### config.mk
export PLATFORM = sky130hd
export DESIGN_NAME = music_playback_ctrl_flat
export DESIGN_NICKNAME = d
export VERILOG_FILES = /design/src/rtl/music_playback_ctrl_pkg.sv /design/src/rtl/music_playback_ctrl_if.sv /design/src/rtl/music_cmd_decode.sv /design/src/rtl/music_playback_ctrl.sv /design/src/flat_wrapper.sv
export SDC_FILE = /design/constraint.sdc
export NUM_CORES = 1
export LEC_CHECK = 0
export CORE_AREA = 2 2 92 94
export CTS_CLUSTER_DIAMETER = 80
export DETAILED_ROUTE_END_ITERATION = 7
export DIE_AREA = 0 0 94 96
export HOLD_SLACK_MARGIN = 0.15
export PLACE_DENSITY_LB_ADDON = 0.25
export SLEW_MARGIN = 25
export SYNTH_ARGS = -nofsm -noshare
export SYNTH_HDL_FRONTEND = slang
export SYNTH_HIERARCHICAL = 1
export SYNTH_SLANG_ARGS = --single-unit
### constraint.sdc
create_clock -name clk -period 7.3 [get_ports clk]
set_clock_uncertainty 0.15 [all_clocks]
set_input_delay 1.095 -clock clk [delete_from_list [all_inputs] [get_ports clk]]
set_output_delay 1.095 -clock clk [all_outputs]
set_load 0.02 [all_outputs]
### src/rtl/music_playback_ctrl_pkg.sv
// Shared key codes, FSM state and decoded-command types for the music playback controller.
package music_ctrl_pkg;

  localparam logic [7:0] KEY_F = 8'h46;
  localparam logic [7:0] KEY_B = 8'h42;
  localparam logic [7:0] KEY_E = 8'h45;
  localparam logic [7:0] KEY_D = 8'h44;
  localparam logic [7:0] KEY_R = 8'h52;
  localparam logic [7:0] KEY_U = 8'h55;
  localparam logic [7:0] KEY_L = 8'h4C;
  localparam logic [7:0] KEY_N = 8'h4E;

  typedef enum logic {IDLE, WAIT_ACK} play_state_t;

  typedef enum logic [3:0] {
    CMD_NONE, CMD_FWD, CMD_BWD, CMD_PLAY, CMD_PAUSE,
    CMD_RESTART, CMD_FASTER, CMD_SLOWER, CMD_NORMAL
  } cmd_t;

  // Maps 'a'..'z' onto 'A'..'Z' when folding is enabled.
  function automatic logic [7:0] fold_case(input logic [7:0] c, input logic en);
    logic [7:0] r;
    r = c;
    if (en && (c >= 8'h61) && (c <= 8'h7A)) r = c - 8'h20;
    return r;
  endfunction

endpackage

### src/rtl/music_playback_ctrl_if.sv
// Flash read handshake between the playback controller (master) and the flash reader (slave).
// rd_req rises with a valid rd_addr and both hold steady until the one-cycle rd_ack pulse;
// the transfer completes on the clock edge where rd_req and rd_ack are both high.
interface music_playback_ctrl_if #(parameter int ADDR_W = 23);
  logic              rd_req;
  logic [ADDR_W-1:0] rd_addr;
  logic              rd_ack;

  modport master (output rd_req, output rd_addr, input rd_ack);
  modport slave  (input rd_req, input rd_addr, output rd_ack);
endinterface

### src/rtl/music_cmd_decode.sv
// Turns the rising edge of kybrd_data_ready into a one-cycle decoded command strobe.
module music_cmd_decode
  import music_ctrl_pkg::*;
#(
  parameter bit CASE_INSENSITIVE = 1'b1
) (
  input  logic       clk,
  input  logic       reset_n,
  input  logic [7:0] keyboard_input,
  input  logic       kybrd_data_ready,
  output cmd_t       cmd
);

  logic       ready_q;
  logic [7:0] key;

  always_ff @(posedge clk or negedge reset_n) begin
    if (!reset_n) ready_q <= 1'b0;
    else          ready_q <= kybrd_data_ready;
  end

  always_comb begin
    cmd = CMD_NONE;
    key = fold_case(keyboard_input, CASE_INSENSITIVE);
    if (kybrd_data_ready && !ready_q) begin
      case (key)
        KEY_F:   cmd = CMD_FWD;
        KEY_B:   cmd = CMD_BWD;
        KEY_E:   cmd = CMD_PLAY;
        KEY_D:   cmd = CMD_PAUSE;
        KEY_R:   cmd = CMD_RESTART;
        KEY_U:   cmd = CMD_FASTER;
        KEY_L:   cmd = CMD_SLOWER;
        KEY_N:   cmd = CMD_NORMAL;
        default: cmd = CMD_NONE;
      endcase
    end
  end

endmodule

### src/rtl/music_playback_ctrl.sv
// Playback controller: keyboard-driven transport state, sample-rate tick and flash address walker.
module music_playback_ctrl
  import music_ctrl_pkg::*;
#(
  parameter int                ADDR_W           = 23,
  parameter logic [ADDR_W-1:0] START_ADDR       = 23'h000000,
  parameter logic [ADDR_W-1:0] END_ADDR         = 23'h07FFFF,
  parameter int                DIV_W            = 16,
  parameter int                DIV_NOM          = 1136,
  parameter int                DIV_STEP         = 64,
  parameter int                DIV_MIN          = 568,
  parameter int                DIV_MAX          = 2272,
  parameter bit                LOOP             = 1'b1,
  parameter bit                CASE_INSENSITIVE = 1'b1
) (
  input  logic                  clk,
  input  logic                  reset_n,
  input  logic [7:0]            keyboard_input,
  input  logic                  kybrd_data_ready,
  output logic                  forward,
  output logic                  pause,
  output logic                  restart,
  output logic                  end_pulse,
  output logic                  overrun,
  output logic [DIV_W-1:0]      div_period,
  output play_state_t           state_dbg,
  music_playback_ctrl_if.master rd_if
);

  localparam logic [DIV_W-1:0]  P_NOM  = DIV_W'(DIV_NOM);
  localparam logic [DIV_W-1:0]  P_STEP = DIV_W'(DIV_STEP);
  localparam logic [DIV_W-1:0]  P_MIN  = DIV_W'(DIV_MIN);
  localparam logic [DIV_W-1:0]  P_MAX  = DIV_W'(DIV_MAX);
  localparam logic [DIV_W-1:0]  P_ONE  = DIV_W'(1);
  localparam logic [ADDR_W-1:0] A_ONE  = ADDR_W'(1);

  cmd_t              cmd;
  play_state_t       state_q, state_n;
  logic [DIV_W-1:0]  tick_cnt, div_n;
  logic [ADDR_W-1:0] rd_addr_q, addr_n, target;
  logic              rd_req_q, rd_req_n, pend_q, pend_n;
  logic              fwd_n, pause_n, end_n, overrun_n, stop_at_end, tick;

  music_cmd_decode #(.CASE_INSENSITIVE(CASE_INSENSITIVE)) u_decode (
    .clk              (clk),
    .reset_n          (reset_n),
    .keyboard_input   (keyboard_input),
    .kybrd_data_ready (kybrd_data_ready),
    .cmd              (cmd)
  );

  // >= rather than == so a period shrink below the current count still fires promptly.
  assign tick = !pause && (tick_cnt >= div_period - P_ONE);

  always_comb begin
    fwd_n   = forward;
    pause_n = pause;
    div_n   = div_period;
    case (cmd)
      CMD_FWD:    fwd_n   = 1'b1;
      CMD_BWD:    fwd_n   = 1'b0;
      CMD_PLAY:   pause_n = 1'b0;
      CMD_PAUSE:  pause_n = 1'b1;
      CMD_FASTER: div_n   = (div_period < P_MIN + P_STEP) ? P_MIN : div_period - P_STEP;
      CMD_SLOWER: div_n   = (div_period > P_MAX - P_STEP) ? P_MAX : div_period + P_STEP;
      CMD_NORMAL: div_n   = P_NOM;
      default:    ;
    endcase
  end

  assign target = fwd_n ? START_ADDR : END_ADDR;

  always_comb begin
    state_n     = state_q;
    rd_req_n    = rd_req_q;
    addr_n      = rd_addr_q;
    pend_n      = pend_q;
    end_n       = 1'b0;
    overrun_n   = overrun;
    stop_at_end = 1'b0;
    case (state_q)
      IDLE: begin
        if (cmd == CMD_RESTART) addr_n = target;
        if (tick) begin
          rd_req_n = 1'b1;
          state_n  = WAIT_ACK;
        end
      end
      WAIT_ACK: begin
        if (tick) overrun_n = 1'b1;
        if (cmd == CMD_RESTART) pend_n = 1'b1;
        if (rd_if.rd_ack) begin
          rd_req_n = 1'b0;
          pend_n   = 1'b0;
          state_n  = IDLE;
          if (pend_q || (cmd == CMD_RESTART)) begin
            addr_n = target;
          end else if (fwd_n) begin
            if (rd_addr_q == END_ADDR) begin
              addr_n      = LOOP ? START_ADDR : END_ADDR;
              end_n       = 1'b1;
              stop_at_end = ~LOOP;
            end else begin
              addr_n = rd_addr_q + A_ONE;
            end
          end else begin
            if (rd_addr_q == START_ADDR) begin
              addr_n      = LOOP ? END_ADDR : START_ADDR;
              end_n       = 1'b1;
              stop_at_end = ~LOOP;
            end else begin
              addr_n = rd_addr_q - A_ONE;
            end
          end
        end
      end
      default: ;
    endcase
  end

  always_ff @(posedge clk or negedge reset_n) begin
    if (!reset_n) begin
      state_q    <= IDLE;
      rd_req_q   <= 1'b0;
      rd_addr_q  <= START_ADDR;
      pend_q     <= 1'b0;
      forward    <= 1'b1;
      pause      <= 1'b1;
      restart    <= 1'b0;
      end_pulse  <= 1'b0;
      overrun    <= 1'b0;
      div_period <= P_NOM;
      tick_cnt   <= '0;
    end else begin
      state_q    <= state_n;
      rd_req_q   <= rd_req_n;
      rd_addr_q  <= addr_n;
      pend_q     <= pend_n;
      forward    <= fwd_n;
      pause      <= pause_n | stop_at_end;
      restart    <= (cmd == CMD_RESTART);
      end_pulse  <= end_n;
      overrun    <= overrun_n;
      div_period <= div_n;
      tick_cnt   <= (pause || tick) ? '0 : tick_cnt + P_ONE;
    end
  end

  assign rd_if.rd_req  = rd_req_q;
  assign rd_if.rd_addr = rd_addr_q;
  assign state_dbg     = state_q;

endmodule

### src/flat_wrapper.sv
// flat-port wrapper written by rule: the top's interface ports become plain ports
module music_playback_ctrl_flat import music_ctrl_pkg::*;
#(
  parameter int                ADDR_W           = 23,
  parameter logic [ADDR_W-1:0] START_ADDR       = 23'h000000,
  parameter logic [ADDR_W-1:0] END_ADDR         = 23'h07FFFF,
  parameter int                DIV_W            = 16,
  parameter int                DIV_NOM          = 1136,
  parameter int                DIV_STEP         = 64,
  parameter int                DIV_MIN          = 568,
  parameter int                DIV_MAX          = 2272,
  parameter bit                LOOP             = 1'b1,
  parameter bit                CASE_INSENSITIVE = 1'b1
)
  (clk, reset_n, keyboard_input, kybrd_data_ready, forward, pause, restart, end_pulse, overrun, div_period, state_dbg, rd_if_rd_req, rd_if_rd_addr, rd_if_rd_ack);
  music_playback_ctrl_if #(.ADDR_W(ADDR_W)) rd_if_i ();
  input  logic clk;
  input  logic reset_n;
  input  logic [7:0] keyboard_input;
  input  logic kybrd_data_ready;
  output logic forward;
  output logic pause;
  output logic restart;
  output logic end_pulse;
  output logic overrun;
  output logic [DIV_W-1:0] div_period;
  output play_state_t state_dbg;
  output wire logic [$bits(rd_if_i.rd_req)-1:0] rd_if_rd_req;
  output wire logic [$bits(rd_if_i.rd_addr)-1:0] rd_if_rd_addr;
  input wire logic [$bits(rd_if_i.rd_ack)-1:0] rd_if_rd_ack;
  assign rd_if_rd_req = rd_if_i.rd_req;
  assign rd_if_rd_addr = rd_if_i.rd_addr;
  assign rd_if_i.rd_ack = rd_if_rd_ack;
  music_playback_ctrl #(.ADDR_W(ADDR_W), .START_ADDR(START_ADDR), .END_ADDR(END_ADDR), .DIV_W(DIV_W), .DIV_NOM(DIV_NOM), .DIV_STEP(DIV_STEP), .DIV_MIN(DIV_MIN), .DIV_MAX(DIV_MAX), .LOOP(LOOP), .CASE_INSENSITIVE(CASE_INSENSITIVE)) u_core (.clk(clk), .reset_n(reset_n), .keyboard_input(keyboard_input), .kybrd_data_ready(kybrd_data_ready), .forward(forward), .pause(pause), .restart(restart), .end_pulse(end_pulse), .overrun(overrun), .div_period(div_period), .state_dbg(state_dbg), .rd_if(rd_if_i));
endmodule
==> results.yml, run 1 <==
outcome:
  outcome: "finished, final reports clean"
synthesis:
  synth_edf_count: 0
  syn_inst: 588
  synth-warning-count: 6
  synth_most_common_cell: "nor2_1"
  synth_area_um2: 4855
  post_synth_main_area_contributors: "dfrtp_1 (28%), ha_1 (6.2%), nor2_1 (4.3%), o21ai_0 (4.0%), nand2_1 (4.0%)"
  synth_commonest_cells: "nor2_1 (56), dfrtp_1 (55), nand2_1 (52), o21ai_0 (39), nor3_1 (28)"
  synthArstFlopShare_pct: 100.0
  yosysTopAreaCellShare_pct: 28.35
  yosys_most_used_dff: "dfrtp_1"
  synth.ff_latch_count: 61
  ys_types: 80
  post-synth-top-area-cell: "dfrtp_1"
  synth.avg_cell_area_um2: 8.256
  portion_of_the_post_synthesis_area_used_by_sequential_elements_pct: 31.60
floorplanning:
  initial_core_util_pct: 60.30
  dieWidth_um: 94
  fp.dieArea_um2: 9024
  floorplan.die.height_um: 96
  design.portCount: 58
  core_area_um2: 8051
  floorplan.rows: 33
power:
  power.share.sequential_pct: 46.8
  switchingPower_w: 0.0002070
  totalPowerFinal_w: 0.0007488
  comb_power_share_pct: 10.2
  power.clock.fraction_pct: 43.0
  switching_part_of_the_total_pct: 27.65
  power.static_leakage_nw: 2.274
  internal_power_w: 0.0005418
  power-per-cell-area_nw_per_um2: 134.1
  irDropWorstVdd_mv: 0.1201
clock_network:
  post_cts.resized_instances: 0
  cts_post_setup_buffers_inserted: 0
  cts-htree-levels: 3
  cts_made_buffers: 9
  clock_path_buffers: 2
  worst_skew_pair.late_latency_ns: 0.35
  cts_num_sinks: 61
  cts_hold_buffers: 0
  tritoncts: "done"
  root_buffer: "clkbuf_8"
  path_clk_slew_ns: 0.07
global_route:
  grt_overall_usage_pct: 31.38
  via_count_of_the_first_global_routing_pass: 4703
  grt_overflow_total: 0
  global_route_wire_length_before_repair_um: 22420
  grt_start_max_net_pins: 62
  grt_antenna_before_repair: 0
placement:
  place_area_um2: 5378
  gp_congestion: 0.9473
  post-dp-hpwl_um: 9368
  port_buffers: 54
job:
  max_cap_violations: 0
worst_hold_path:
  hp-start: "u_core/overrun"
  hold_end: "u_core/overrun"
  hp-class: "reg -> reg"
  worstHoldPathCells: 1
route:
  number_of_drc_markers_after_the_initial_detailed_route_iteration: 450
  viasPerCell: 6.677
  post-route-drc-count: 0
  antenna_violating_nets_post_route: 0
  detailroute.via_count: 4874
  detailedRoute.firstPassIterationCount: 6
  postRouteWirelength_um: 13540
  wire_per_inst_um: 18.55
critical_path:
  cp_data_arrival_time_ns: 5.34
  setup.worst_path.class: "in -> reg"
  path_max_fanout: 30
  r2r_setup_slack_ns: 3.05
  crit_path_capture_type: "flip-flop"
  endpoint_of_the_most_critical_register_to_register_path: "u_core/rd_if.rd_addr[8]"
  timing.critical_path.from_type: "input port"
  r2r_start: "u_core/u_decode/ready_q"
  cp.required_ns: 7.37
  timing.reg2reg.worst_path_depth: 10
sta:
  setup_violations: 0
  worst_slew_margin_rel_pct: 36.26
  totalNegativeSetupSlack_ns: 0
  final_hold_fails: 0
  period_minus_slack_ns: 5.274
  timing.fmax_mhz: 189.6
  rsz0062_at_grt: "no"
  holdWs_ns: 0.3403
  final_min_period_over_clock_period_pct: 72.25
  worst-slew-pin-transition_ns: 0.9517
  report.final.slew_viol_count: 0
finish:
  synth_to_final_area_change_pct: 15.03
  drive_gt1_share_pct: 7.200
  num_antenna_cells: 0
  nets: 656
  fin_area_um2: 5584
## per-layer routing
layer / vias up / global-route usage (%) / share of wire [%]
li1: 2247 / - / -
met4: 0 / 15.46 / 3.9
met2: 265 / 53.99 / 49
met5: - / 0 / 0
met3: 52 / 4.542 / 7.2
met1: 2310 / 38.71 / 40
## per-stage QoR
| step | setup WS, ns | util (%) | instances |
|---|---|---|---|
| 2_1_floorplan | 3.289 | - | 590 |
| 3_3_place_gp | 1.991 | 66.79 | 714 |
| 3_5_place_dp | 1.759 | 66.79 | 714 |
| 4_1_cts | 2.131 | 69.36 | 730 |
| 5_1_grt | 1.653 | 69.36 | 730 |
| 6_report | 2.026 | 69.36 | 730 |
## how the worst max path moves through the flow
stage	start	to	slack, ns
global route	keyboard_input[6]	u_core/rd_if.rd_addr[22]	1.65
CTS	keyboard_input[5]	u_core/rd_if.rd_addr[8]	2.13
detailed placement	keyboard_input[0]	u_core/rd_if.rd_addr[8]	1.76
global placement	keyboard_input[5]	u_core/rd_if.rd_addr[8]	1.99
finish	keyboard_input[0]	u_core/rd_if.rd_addr[8]	2.03
floorplan	keyboard_input[5]	u_core/rd_if.rd_addr[16]	3.29
## registers in the layout, indices dropped and copies added, names as in the netlist
signal                   flops
u_core/state_dbg             1
u_core/tick_cnt             16
u_core/pause                 1
u_core/rd_if.rd_addr        23
u_core/restart               1
u_core/pend_q                1
u_core/div_period           13
u_core/overrun               1
u_core/u_decode/ready_q      1
u_core/forward               1
u_core/end_pulse             1
u_core/rd_if.rd_req          1
## logic make-up after synthesis
family	after synthesis	synth area share (%)
xor+xnor	36	6.495
flops	61	31.60
simple gates	251	27.94
fa+ha+maj	24	6.186
other cells	1	0.07725
compound gates	160	22.76
buf+inv	55	4.948
## power groups by stage
stage	Clock, W	Sequential [W]	Combinational (W)
5_1_grt	0.000341	0.000351	0.0000845
6_report	0.000322	0.000350	0.0000764
3_3_place_gp	0	0.000356	0.0000734
3_5_place_dp	0	0.000356	0.0000758
2_1_floorplan	0	0.000357	0.0000456
4_1_cts	0.000326	0.000350	0.0000760
## layout make-up
| type | count | area (um2) |
|---|---|---|
| multi-input cells | 474 | 3092 |
| fillers | 667 | 2467 |
| flip-flops and latches | 61 | 1534 |
| repair buffers | 56 | 550.5 |
| clock buffers | 10 | 137.6 |
| well taps | 105 | 131.4 |
| inverters | 18 | 70.07 |
| clock inverters | 6 | 68.82 |
## cells in the final DEF (no fill, tap or decap), types with 3 or more instances in the layout
cell type	synthesis	layout
clkbuf_8	0	10
a221o_1	5	5
nor4_1	10	10
a22oi_1	3	3
nor3b_1	4	4
nand4_1	10	10
a32o_1	4	4
o21ai_0	39	37
and2_1	4	4
ha_1	24	24
nor2_1	56	56
o31ai_1	9	9
o311ai_0	3	3
xor2_1	14	14
nor3_1	28	28
nand2b_1	8	8
o21a_1	10	10
o41ai_1	4	4
nand3b_1	3	3
a21o_1	6	6
or3_1	7	7
dfrtp_1	55	55
nand2_1	52	52
a21oi_1	27	27
o22ai_1	8	8
o211ai_1	4	4
o211a_1	3	3
clkdlybuf4s50_1	0	53
nand3_1	25	25
and3_1	17	17
a22o_1	7	7
conb_1	1	3
a31oi_1	6	6
dfstp_2	6	6
xnor2_1	22	22
a21boi_0	3	3
inv_1	17	17
## critical path, cell delays in order
cell and delay, ns:
clkdlybuf4s50_1 0.53, xnor2_1 0.17, or4b_1 0.48, a31oi_1 0.79, o31ai_1 0.21, nand2_1 0.16, nand2_1 0.42, inv_1 0.86
o22ai_1 0.25, a22oi_1 0.25, a22oi_1 0.11
(Power assumes the default switching activity.)
==> inputs of run 2 (changes only) <==
- CORE_AREA: 2 2 92 94 -> 2 2 96 98
- DIE_AREA: 0 0 94 96 -> 0 0 98 100
- clock period: 7.3 -> 5.15 ns (I/O delays scaled with it)
==> results.yml, run 2 (same netlist as run 1, synthesis figures left out) <==
outcome:
  outcome: "finished, final reports clean"
finish:
  drive_gt1_share_pct: 7.790
  final_cell_count_no_fill: 740
  nFillCells: 795
  synth_to_final_area_change_pct: 16.42
  largest_reg_flops: 23
  most-common-layout-cells: "nor2_1 (56), dfrtp_1 (55), clkdlybuf4s50_1 (53)"
  fin_area_um2: 5652
  nets: 660
  mostFrequentLayoutCell: "nor2_1"
  num_antenna_cells: 0
global_route:
  grt_overflow_total: 0
  via_count_of_the_first_global_routing_pass: 4521
  global_route_wire_length_before_repair_um: 22330
  grt_overall_usage_pct: 27.82
  grt_start_max_net_pins: 62
  grt_antenna_before_repair: 0
floorplanning:
  dieWidth_um: 98
  core_area_um2: 8890
  initial_core_util_pct: 54.61
  fp.dieArea_um2: 9800
  floorplan.rows: 35
  floorplan.die.height_um: 100
  design.portCount: 58
clock_network:
  cts_post_setup_buffers_inserted: 0
  post_cts.resized_instances: 0
  cts_num_sinks: 61
  cts_made_buffers: 9
  root_buffer: "clkbuf_8"
  cts_hold_buffers: 0
  clock_path_buffers: 2
  cts-htree-levels: 3
  tritoncts: "done"
  path_clk_slew_ns: 0.07
  worst_skew_pair.late_latency_ns: 0.35
placement:
  numPlacedInstances: 724
  post-dp-hpwl_um: 9552
  gp_congestion: 0.9350
  place_area_um2: 5428
  port_buffers: 54
sta:
  timing.fmax_mhz: 228.1
  rsz0062_at_grt: "no"
  holdWs_ns: 0.3605
  totalNegativeSetupSlack_ns: 0
  worst-slew-pin-transition_ns: 0.9230
  worst_slew_margin_rel_pct: 38.18
  report.final.slew_viol_count: 0
  period_minus_slack_ns: 4.385
  setup_violations: 0
  final_min_period_over_clock_period_pct: 85.14
  final_hold_fails: 0
power:
  power.clock.fraction_pct: 44.7
  power.static_leakage_nw: 2.305
  internal_power_w: 0.0008159
  power.share.sequential_pct: 45.0
  power-per-cell-area_nw_per_um2: 195.2
  irDropWorstVdd_mv: 0.1400
  comb_power_share_pct: 10.3
  switchingPower_w: 0.0002871
  switching_part_of_the_total_pct: 26.03
route:
  detailedRoute.firstPassIterationCount: 5
  detailroute.via_count: 4769
  wire_per_inst_um: 18.39
  post-route-drc-count: 0
  postRouteWirelength_um: 13610
  number_of_drc_markers_after_the_initial_detailed_route_iteration: 381
  viasPerCell: 6.445
  antenna_violating_nets_post_route: 0
worst_hold_path:
  hp-class: "reg -> reg"
critical_path:
  timing.critical_path.from_type: "input port"
  cp_data_arrival_time_ns: 4.50
  cp.required_ns: 5.26
  path_max_fanout: 11
  crit_path_capture_type: "flip-flop"
  setup.worst_path.class: "in -> reg"
job:
  max_cap_violations: 0
run 2: cell types whose count changed in the layout (fill, tap and decap cells not counted):
cell       before  now
bufinv_16       1    2
buf_4           2    5
clkinv_2        1    2
inv_6           2    0
buf_12          0    1
run 2: area by class of cell:
| class | count | area (um2) | area share (%) |
|---|---|---|---|
| Clock inverter | 6 | 86.33 | 1.528 |
| Sequential cell | 61 | 1534 | 27.14 |
| Clock buffer | 10 | 137.6 | 2.435 |
| Multi-Input combinational cell | 474 | 3092 | 54.70 |
| Timing Repair Buffer | 60 | 593.1 | 10.49 |
| Inverter | 18 | 70.07 | 1.240 |
| Tap cell | 111 | 138.9 | 2.457 |
run 2: path summary, 6_finish.rpt:
| check | from | end | slack, ns | depth (start not counted) |
|---|---|---|---|---|
| setup / recovery | keyboard_input[5] | u_core/rd_if.rd_addr[12] | 0.77 | 12 |
| hold / removal | u_core/overrun | u_core/overrun | 0.36 | 1 |
| setup reg to reg | u_core/div_period[8] | u_core/tick_cnt[8] | 1.15 | 12 |
| hold reg to reg | u_core/overrun | u_core/overrun | 0.36 | 1 |
| max in group asynchronous | reset_n | u_core/rd_if.rd_addr[5] | 3.88 | 2 |
| min in group asynchronous | reset_n | u_core/div_period[11] | 0.45 | 2 |
run 2: per-stage QoR:
step / worst slack (ns) / power (W) / utilization, %
after floorplan: 1.462 / 0.0005707 / -
after global placement: 0.5836 / 0.0006138 / 61.06
after detailed placement: 0.4788 / 0.0006180 / 61.06
final: 0.7651 / 0.001103 / 63.57
after CTS: 0.8273 / 0.001112 / 63.57
after global routing: 0.4444 / 0.001150 / 63.57
run 2: layer usage:
| layer | vias up | routed length [um] | GRT usage, % |
|---|---|---|---|
| li1 | 2252 | - | - |
| met1 | 2272 | 5720 | 34.71 |
| met2 | 214 | 6809 | 49.05 |
| met3 | 31 | 798 | 3.969 |
| met4 | 0 | 278 | 10.58 |
| met5 | - | 0 | 0 |
run 2: worst max-delay path, stage by stage:
cell	delay, ns
clkdlybuf4s50_1	0.47
inv_1	0.05
ha_1	0.27
o21ai_0	0.22
o311ai_1	0.21
a31oi_1	0.74
o31ai_1	0.23
and2_1	0.21
nor3_1	0.32
nand2_1	0.35
or4_1	0.56
o211ai_1	0.10
run 2: power groups by stage:
stage                     logic [W]  registers [W]  clock network (W)
after floorplan           0.0000646       0.000506                  0
after global placement     0.000109       0.000505                  0
after detailed placement   0.000113       0.000505                  0
after CTS                  0.000113       0.000496           0.000502
after global routing       0.000126       0.000497           0.000527
final                      0.000114       0.000496           0.000493
==> inputs of run 3 (changes only) <==
- ABC_AREA: not set -> 1
- CORE_AREA: 2 2 96 98 -> 2 2 99 101
- DIE_AREA: 0 0 98 100 -> 0 0 101 103
==> results.yml, run 3 <==
outcome:
  outcome: "finished, final reports clean"
placement:
  place_area_um2: 5829
  gp_congestion: 1.019
  post-dp-hpwl_um: 11430
  port_buffers: 54
route:
  viasPerCell: 5.768
  detailroute.via_count: 5428
  post-route-drc-count: 0
  wire_per_inst_um: 16.05
  number_of_drc_markers_after_the_initial_detailed_route_iteration: 383
  detailedRoute.firstPassIterationCount: 5
  antenna_violating_nets_post_route: 0
  postRouteWirelength_um: 15110
synthesis:
  portion_of_the_post_synthesis_area_used_by_sequential_elements_pct: 28.94
  synth_most_common_cell: "nand2_1"
  synth.avg_cell_area_um2: 6.797
  synth_edf_count: 0
  synth.ff_latch_count: 61
  synth_area_um2: 5301
  synthArstFlopShare_pct: 100.0
  post_synth_main_area_contributors: "dfrtp_1 (26%), nand2_1 (12%), nor2_1 (7.0%), xor2_1 (6.4%), inv_1 (6.4%)"
  synth_commonest_cells: "nand2_1 (163), nor2_1 (99), inv_1 (90), nand3_1 (64), dfrtp_1 (55)"
  post-synth-top-area-cell: "dfrtp_1"
  synth-warning-count: 6
  yosys_most_used_dff: "dfrtp_1"
  ys_types: 46
  yosysTopAreaCellShare_pct: 25.96
  syn_inst: 780
clock_network:
  cts_post_setup_buffers_inserted: 0
  path_clk_slew_ns: 0.08
  cts_hold_buffers: 0
  post_cts.resized_instances: 0
  worst_skew_pair.late_latency_ns: 0.35
  tritoncts: "done"
  clock_path_buffers: 2
  cts_made_buffers: 9
  cts-htree-levels: 3
  cts_num_sinks: 61
  root_buffer: "clkbuf_8"
finish:
  most-common-layout-cells: "nand2_1 (163), nor2_1 (99), inv_1 (90)"
  drive_gt1_share_pct: 8.827
  fin_area_um2: 6055
  synth_to_final_area_change_pct: 14.21
  mostFrequentLayoutCell: "nand2_1"
  num_antenna_cells: 0
  nets: 858
  largest_reg_flops: 23
critical_path:
  critical_path.most_common_cell: "nand2_1"
  cp.required_ns: 5.24
  crit_path_capture_type: "flip-flop"
  critical-path-top-delay-family: "simple AND/OR/NAND/NOR gates"
  path_max_fanout: 25
  timing.critical_path.slowest_cell_delay_ns: 0.51
  cp_num_buf_inv: 3
  crit_start: "keyboard_input[5]"
  critical_path.cell_chain: "clkdlybuf4s50_1, inv_1, ha_1, nor3b_2, nor2_2, nor2_4, nand3_1, a21oi_1, nand2_1, nor2_1, nand2_1, nand2_2, o21ai_0, a21oi_2, nand2_1, o21ai_1, inv_1"
  cp_data_arrival_time_ns: 4.10
  r2r_start: "u_core/div_period[6]"
  cpMaxStageDelayCell: "clkdlybuf4s50_1"
  timing.critical_path.from_type: "input port"
  setup.worst_path.class: "in -> reg"
sta:
  holdWs_ns: 0.1996
  final_min_period_over_clock_period_pct: 77.79
  totalNegativeSetupSlack_ns: 0
  period_minus_slack_ns: 4.006
  worst_slew_margin_rel_pct: 57.14
  final_hold_fails: 0
  report.final.slew_viol_count: 0
  rsz0062_at_grt: "no"
  setup_violations: 0
  timing.fmax_mhz: 249.6
  worst-slew-pin-transition_ns: 0.6409
power:
  comb_power_share_pct: 25.2
  power.clock.fraction_pct: 33.7
  irDropWorstVdd_mv: 0.1405
  power-per-cell-area_nw_per_um2: 244.4
  power.static_leakage_nw: 2.790
  totalPowerFinal_w: 0.001480
  power.share.sequential_pct: 41.1
  switchingPower_w: 0.0005204
  internal_power_w: 0.0009591
  switching_part_of_the_total_pct: 35.17
floorplanning:
  floorplan.die.height_um: 103
  floorplan.rows: 36
  dieWidth_um: 101
  initial_core_util_pct: 56.04
  design.portCount: 58
  core_area_um2: 9459
  fp.dieArea_um2: 10400
worst_hold_path:
  hp-class: "in -> async"
global_route:
  global_route_wire_length_before_repair_um: 24360
  grt_overall_usage_pct: 30.04
  via_count_of_the_first_global_routing_pass: 5102
  grt_start_max_net_pins: 45
  grt_antenna_before_repair: 0
  grt_overflow_total: 0
job:
  max_cap_violations: 0
[run 3: cell types whose count changed after synthesis, moves of 9 or more]
cell      before  now
nand2_1       52  163
inv_1         17   90
nor2_1        56   99
nand3_1       25   64
xor2_1        14   39
clkbuf_1      22    1
and3_1        17    0
xnor2_1       22    6
nor2_2         0   15
nand4_1       10   24
o21ai_0       39   51
o21a_1        10    0
nor4_1        10    1
[run 3: final cells by class]
| type | instances | area [um2] |
|---|---|---|
| clock inverter | 5 | 83.83 |
| inverter | 98 | 367.9 |
| sequential | 61 | 1534 |
| timing repair buffer | 55 | 543.0 |
| clock buffer | 11 | 141.4 |
| multi-input combinational | 597 | 3242 |
| tap | 114 | 142.6 |
| fill | 858 | 3405 |
[run 3: path summary, 6_finish.rpt]
path                                                  to  slack [ns]  cells after the start
worst min-delay path               u_core/div_period[15]        0.20                      1
worst max register to register        u_core/tick_cnt[4]        1.46                     14
min in group clk                     u_core/rd_if.rd_req        0.34                      2
worst max-delay path            u_core/rd_if.rd_addr[12]        1.14                     17
max in group asynchronous       u_core/rd_if.rd_addr[20]        3.71                      2
worst min register to register       u_core/rd_if.rd_req        0.34                      2
[run 3: power by group through the flow]
stage	registers [W]	clock network [W]	logic [W]
floorplan	0.000608	0	0.000248
global placement	0.000615	0	0.000361
detailed placement	0.000616	0	0.000368
CTS	0.000608	0.000505	0.000369
global route	0.000618	0.000528	0.000412
finish	0.000609	0.000498	0.000373
[run 3: logic make-up (layout without fill, tap and decap cells)]
| family | after synthesis | after routing | share of synthesized area [%] |
|---|---|---|---|
| simple gates | 416 | 416 | 36.28 |
| buf+inv | 124 | 169 | 10.05 |
| compound gates | 109 | 109 | 11.56 |
| flops | 61 | 61 | 28.94 |
| xor+xnor | 45 | 45 | 7.435 |
| fa+ha+maj | 24 | 24 | 5.664 |
| other cells | 1 | 3 | 0.07074 |
[run 3: stage by stage]
step | cells | utilization [%] | setup WS (ns)
finish | 941 | 64.01 | 1.144
global route | 941 | 64.01 | 0.8475
CTS | 941 | 64.01 | 1.223
detailed placement | 925 | 61.63 | 0.8428
global placement | 925 | 61.63 | 1.001
floorplan | 782 | - | 2.073
[run 3: metal layers]
| metal | track usage (%) | share of wire (%) | up-vias |
|---|---|---|---|
| met3 | 5.017 | 5.9 | 42 |
| met4 | 13.31 | 3.1 | 0 |
| met1 | 35.84 | 41 | 2554 |
| met5 | 0 | 0 | - |
| met2 | 53.44 | 50 | 210 |
| li1 | - | - | 2622 |
